==> config.mk <==
export PLATFORM = sky130hd
export DESIGN_NAME = sort8_ctrl
export DESIGN_NICKNAME = d
export VERILOG_FILES = /design/src/rtl/sort_pkg.sv /design/src/rtl/sort8_ctrl_cmp.sv /design/src/rtl/sort8_ctrl.sv
export SDC_FILE = /design/constraint.sdc
export NUM_CORES = 1
export LEC_CHECK = 0
export ABC_AREA = 1
export BUFFER_PORTS_ARGS = -buffer_cell sky130_fd_sc_hd__buf_2
export CAP_MARGIN = 20
export CORE_UTILIZATION = 45
export DETAILED_ROUTE_END_ITERATION = 10
export GPL_ROUTABILITY_DRIVEN = 0
export SLEW_MARGIN = 20
export SYNTH_ARGS = -nofsm -noshare
export SYNTH_HDL_FRONTEND = slang
export SYNTH_SLANG_ARGS = --single-unit
==> constraint.sdc <==
create_clock -name clk -period 6.36 [get_ports clk]
set_input_delay 0.954 -clock clk [delete_from_list [all_inputs] [get_ports clk]]
set_output_delay 0.954 -clock clk [all_outputs]
set_load 0.1 [all_outputs]
==> src/rtl/sort_pkg.sv <==
// Shared definitions for the byte-sort sequencer.
//   state_t : controller states (LOAD -> SORT -> OUT -> LOAD)
//   DATA_W  : byte width, tied to the single 8-bit comparator
//   N_DEF   : default block length
package sort_pkg;

    typedef enum logic [1:0] {
        LOAD = 2'd0,
        SORT = 2'd1,
        OUT  = 2'd2
    } state_t;

    localparam int DATA_W = 8;
    localparam int N_DEF  = 8;

endpackage

==> src/rtl/sort8_ctrl_cmp.sv <==
// Unsigned magnitude comparator, the only compare resource of the sorter.
//   a, b : unsigned operands
//   gte  : a >= b
module sort8_ctrl_cmp #(
    parameter int W = 8
) (
    input  logic [W-1:0] a,
    input  logic [W-1:0] b,
    output logic         gte
);

    assign gte = (a >= b);

endmodule

==> src/rtl/sort8_ctrl.sv <==
// Block bubble sorter: loads N bytes over valid/ready, sorts them in place
// with one compare per cycle on a shared comparator, then streams them out
// smallest first.
//   clk, rst_n            : clock, async active-low reset
//   in_valid/in_data      : input byte stream
//   in_ready              : high while loading a block
//   out_valid/out_data    : sorted byte stream (out_data is 0 when idle)
//   out_ready             : consumer accept
//   busy                  : high in SORT or OUT
//   done                  : one-cycle pulse after the last output handshake
module sort8_ctrl
    import sort_pkg::*;
#(
    parameter int N = N_DEF,
    parameter int W = DATA_W
) (
    input  logic         clk,
    input  logic         rst_n,
    input  logic         in_valid,
    input  logic [W-1:0] in_data,
    output logic         in_ready,
    output logic         out_valid,
    output logic [W-1:0] out_data,
    input  logic         out_ready,
    output logic         busy,
    output logic         done
);

    localparam int CW = $clog2(N);

    localparam logic [CW-1:0] LAST_IDX = CW'(N - 1);
    localparam logic [CW-1:0] LAST_CMP = CW'(N - 2);

    state_t state, state_nx;

    logic [N-1:0][W-1:0] mem;
    logic [CW-1:0]       wr_idx, rd_idx, idx, pass;
    logic                swapped;
    logic                done_q;

    logic [W-1:0] cmp_a, cmp_b;
    logic         gte;
    logic         in_fire, out_fire;
    logic         in_last, out_last;
    logic         pass_end, sort_exit;

    // Comparator looks at the adjacent pair idx/idx+1; A is the upper slot,
    // so gte==0 means the pair is strictly out of order.
    assign cmp_a = mem[idx + CW'(1)];
    assign cmp_b = mem[idx];

    sort8_ctrl_cmp #(.W(W)) u_cmp (
        .a   (cmp_a),
        .b   (cmp_b),
        .gte (gte)
    );

    // in_ready is gated by rst_n so it reads 0 while reset is held even
    // though the state register already sits in LOAD.
    assign in_ready  = (state == LOAD) && rst_n;
    assign out_valid = (state == OUT);
    assign busy      = (state != LOAD);
    assign out_data  = out_valid ? mem[rd_idx] : '0;
    assign done      = done_q;

    assign in_fire  = in_valid && in_ready;
    assign out_fire = out_valid && out_ready;
    assign in_last  = (wr_idx == LAST_IDX);
    assign out_last = (rd_idx == LAST_IDX);

    // Each pass shrinks by one since the largest remaining byte has bubbled
    // to the top. An early exit needs no swap anywhere in the pass, the
    // current cycle included.
    assign pass_end  = (idx >= LAST_CMP - pass);
    assign sort_exit = pass_end && ((pass == LAST_CMP) || !(swapped || !gte));

    always_ff @(posedge clk or negedge rst_n) begin
        if (!rst_n) begin
            state <= LOAD;
        end else begin
            state <= state_nx;
        end
    end

    always_comb begin
        state_nx = state;
        case (state)
            LOAD:    if (in_fire && in_last)   state_nx = SORT;
            SORT:    if (sort_exit)            state_nx = OUT;
            OUT:     if (out_fire && out_last) state_nx = LOAD;
            default:                           state_nx = LOAD;
        endcase
    end

    always_ff @(posedge clk or negedge rst_n) begin
        if (!rst_n) begin
            mem     <= '0;
            wr_idx  <= '0;
            rd_idx  <= '0;
            idx     <= '0;
            pass    <= '0;
            swapped <= 1'b0;
            done_q  <= 1'b0;
        end else begin
            done_q <= out_fire && out_last;
            case (state)
                LOAD: begin
                    if (in_fire) begin
                        mem[wr_idx] <= in_data;
                        if (in_last) begin
                            wr_idx  <= '0;
                            idx     <= '0;
                            pass    <= '0;
                            swapped <= 1'b0;
                        end else begin
                            wr_idx <= wr_idx + CW'(1);
                        end
                    end
                end
                SORT: begin
                    // Strict order test keeps equal bytes in place (stable).
                    if (!gte) begin
                        mem[idx]          <= cmp_a;
                        mem[idx + CW'(1)] <= cmp_b;
                        swapped           <= 1'b1;
                    end
                    if (!pass_end) begin
                        idx <= idx + CW'(1);
                    end else if (sort_exit) begin
                        rd_idx <= '0;
                    end else begin
                        pass    <= pass + CW'(1);
                        idx     <= '0;
                        swapped <= 1'b0;
                    end
                end
                OUT: begin
                    if (out_fire) begin
                        rd_idx <= out_last ? '0 : rd_idx + CW'(1);
                    end
                end
                default: ;
            endcase
        end
    end

endmodule

==> flow_summary.yaml <==
run_status:
  status: "completed"
timing:
  tightest_slew_ns: 1.164
  period_needed_ns: 4.652
  rsz0062_at_grt: "no"
  fmax_mhz: 215.0
  slew-limit-headroom_pct: 22.08
  hold_viol: 0
  tns_ns: 0
  maxSlewViolCount: 0
  final.period_utilization_pct: 73.15
  clock_skew_ns: 0.01067
  timing.final.ws_setup_ns: 1.708
  timing.hold.ws_ns: 0.5189
  setup_viol: 0
synthesis:
  synth_most_common_cell: "nand2_1"
  yosys_register_bits: 80
  synth_area_leaders: "nand2_1 41%, dfrtp_1 27%, o21ai_0 5.3%"
  dominantRegCellSynth: "dfrtp_1"
  syn_avg_cell_area_um2: 5.651
  synth_common_cells: "823 x nand2_1, 83 x inv_1, 80 x dfrtp_1, 79 x o21ai_0, 43 x nor2_1"
  synth_nets: 1357
  syn_inst: 1327
  synth_area_um2: 7498
  yosysWarnings: 0
  yosysSeqAreaShare_pct: 26.70
  synth-edff-count: 0
  yosys.area.top_type: "nand2_1"
  ys_types: 34
  ys_async_sr_fraction_pct: 100.0
  synth_top_area_share_pct: 41.20
critical_path:
  cpPeakStageDelay_ns: 1.03
  crit_family: "simple AND/OR/NAND/NOR gates"
  rr_startpoint: "idx[1]"
  reg2reg_to: "mem[21]"
  startpoint_type: "flop"
  cp_slowest_cell: "dfrtp_1"
  critical_path_arrival_ns: 4.95
  cp.required_ns: 6.66
  endpoint_kind: "flop"
  reg2reg_depth: 18
  cp_max_fo: 24
  path_class: "reg -> reg"
  r2r_slack_ns: 1.71
  path_cells: "ha_1 > inv_2 > nand2_1 > nand2_1 > nand2_1 > nand2_2 > ha_1 > nand2_1 > nor2_1 > nor2_1 > nand2_1 > nand2_1 > nand2_1 > nand2_2 > nand4_2 > inv_2 > nand2_1 > nand2_1"
  cp_common_cell: "nand2_1"
  critPathBufInv: 2
global_routing:
  grt_pass1_wl_um: 43340
  grt_pass1_vias: 7183
  grt_max_degree: 76
  grtUsageTotal_pct: 35.39
  overflow: 0
  antenna_found_initial: 0
power:
  clkPwrFrac_pct: 12.9
  finalPower_mw: 4.445
  p_switching_mw: 2.713
  combinationalPowerShare_pct: 65.1
  peakVddDrop_mv: 0.3896
  p_sw_share_pct: 61.03
  pwr_density_cell_nw_per_um2: 556.6
  leakage_nw: 4.573
  p_int_mw: 1.732
  seqPwrFrac_pct: 22.0
clock_network:
  cts_hold_buf: 0
  cts-htree-levels: 3
  cts_setup_buffers: 0
  cts.sinks: 80
  cts-root-buf: "clkbuf_16"
  path_clk_slew_ns: 0.07
  cts_max_path_buffers: 2
  cts.repair.resized: 0
  tritoncts: "done"
  cts_made_buffers: 9
  clk_latency_ns: 0.37
floorplanning:
  die_area_um2: 17180
  start_util_pct: 46.70
  core_um2: 16060
  row_count: 46
  die_x_um: 131.1
  num_io_pins: 24
  chipHeight_um: 131.1
detailed_routing:
  route.detailed.drc: 0
  via_count: 8501
  wirelength_um: 29310
  routedWlPerCell_um: 19.07
  route.antenna.remaining_nets: 0
  wl_met1_um: 13070
  via_per_inst: 5.531
  top_layer: "met4"
  route.met2.wl_um: 12420
  dr_wl_met3_um: 2886
  drt_iter0_markers: 1163
  first_pass_iters: 6
cells_and_area:
  instances_no_fill: 1537
  diodes: 0
  fin_nets: 1346
  drive_gt1_share_pct: 8.100
  n_fill_cell: 1729
  areaGrowthSynthToFinish_pct: 6.508
run:
  maxCapViolCount: 0
placed_design:
  port-buffer-count: 23
  hpwlAfterDp_um: 20490
  dp.cells: 1521
  place_ws_ns: 1.856
hold_path:
  min_from: "pass[1]"
  hp-class: "reg -> reg"
  holdPathEnd: "pass[1]"
  hold_depth: 2
[worst max path at each step]
| stage | cells after the start | to | startpoint | slack, ns |
|---|---|---|---|---|
| finish | 18 | mem[21] | idx[1] | 1.71 |
| global route | 18 | mem[21] | idx[1] | 1.36 |
| CTS | 17 | mem[14] | idx[1] | 1.84 |
| detailed placement | 17 | mem[14] | idx[1] | 1.86 |
| global placement | 18 | mem[21] | idx[1] | 1.97 |
| floorplan | 5 | out_data[0] | state[1] | 2.07 |
[cells in the final DEF (no fill, tap or decap), types with 9 or more instances in the layout]
master / count
nand2_1: 823
inv_1: 83
o21ai_0: 79
dfrtp_1: 79
nor2_1: 43
nand3_1: 22
buf_2: 22
a21oi_1: 21
ha_1: 18
nand2_2: 17
inv_2: 14
a21boi_1: 12
a31oi_1: 10
clkbuf_16: 9
[per-stage QoR]
step	instance area, um2	util [%]
floorplan	7498	-
CTS	7986	49.74
detailed placement	7680	47.83
finish	7986	49.74
global route	7986	49.74
global placement	7680	47.83
[cells by family (layout without fill, tap and decap cells)]
logic type,Yosys count,in the layout,synth area share [%]
compound gates,135,135,10.21
xor+xnor,1,1,0.1168
fa+ha+maj,18,18,3.004
buf+inv,150,144,8.393
flops,80,80,26.70
simple gates,943,943,51.58
[per-layer routing]
| layer | vias to the layer above | track usage [%] |
|---|---|---|
| met5 | - | 0 |
| met4 | 0 | 14.27 |
| met3 | 51 | 6.859 |
| met2 | 451 | 51.76 |
| met1 | 3932 | 50.89 |
| li1 | 4067 | - |
[final cells by class]
class / count / area (um2) / area share (%)
tap: 216 / 270.3 / 3.384
clock buffer: 11 / 242.7 / 3.039
multi-input combinational: 1097 / 4872 / 61.01
inverter: 99 / 371.6 / 4.653
timing repair buffer: 29 / 162.7 / 2.037
clock inverter: 5 / 63.81 / 0.7990
sequential: 80 / 2003 / 25.08
[power groups by stage]
stage | Combinational (mW) | Sequential, mW | Clock, mW
2_1_floorplan | 2.15 | 0.827 | 0
3_3_place_gp | 2.81 | 0.973 | 0
3_5_place_dp | 2.82 | 0.972 | 0
4_1_cts | 2.83 | 0.964 | 0.577
5_1_grt | 3.17 | 0.996 | 0.590
6_report | 2.90 | 0.977 | 0.573
[tightest hold or removal path, cell delays in order, from the launching register on]
cell	delay [ns]
dfrtp_1	0.37
nand2_1	0.06
nand2_1	0.05
[registers in the layout, summed over array words and instances, names as in the netlist]
name     cells
pass         3
wr_idx       3
rd_idx       3
state        2
swapped      1
idx          3
mem         64
done         1
No activity file was read; power rests on OpenSTA's default activity.
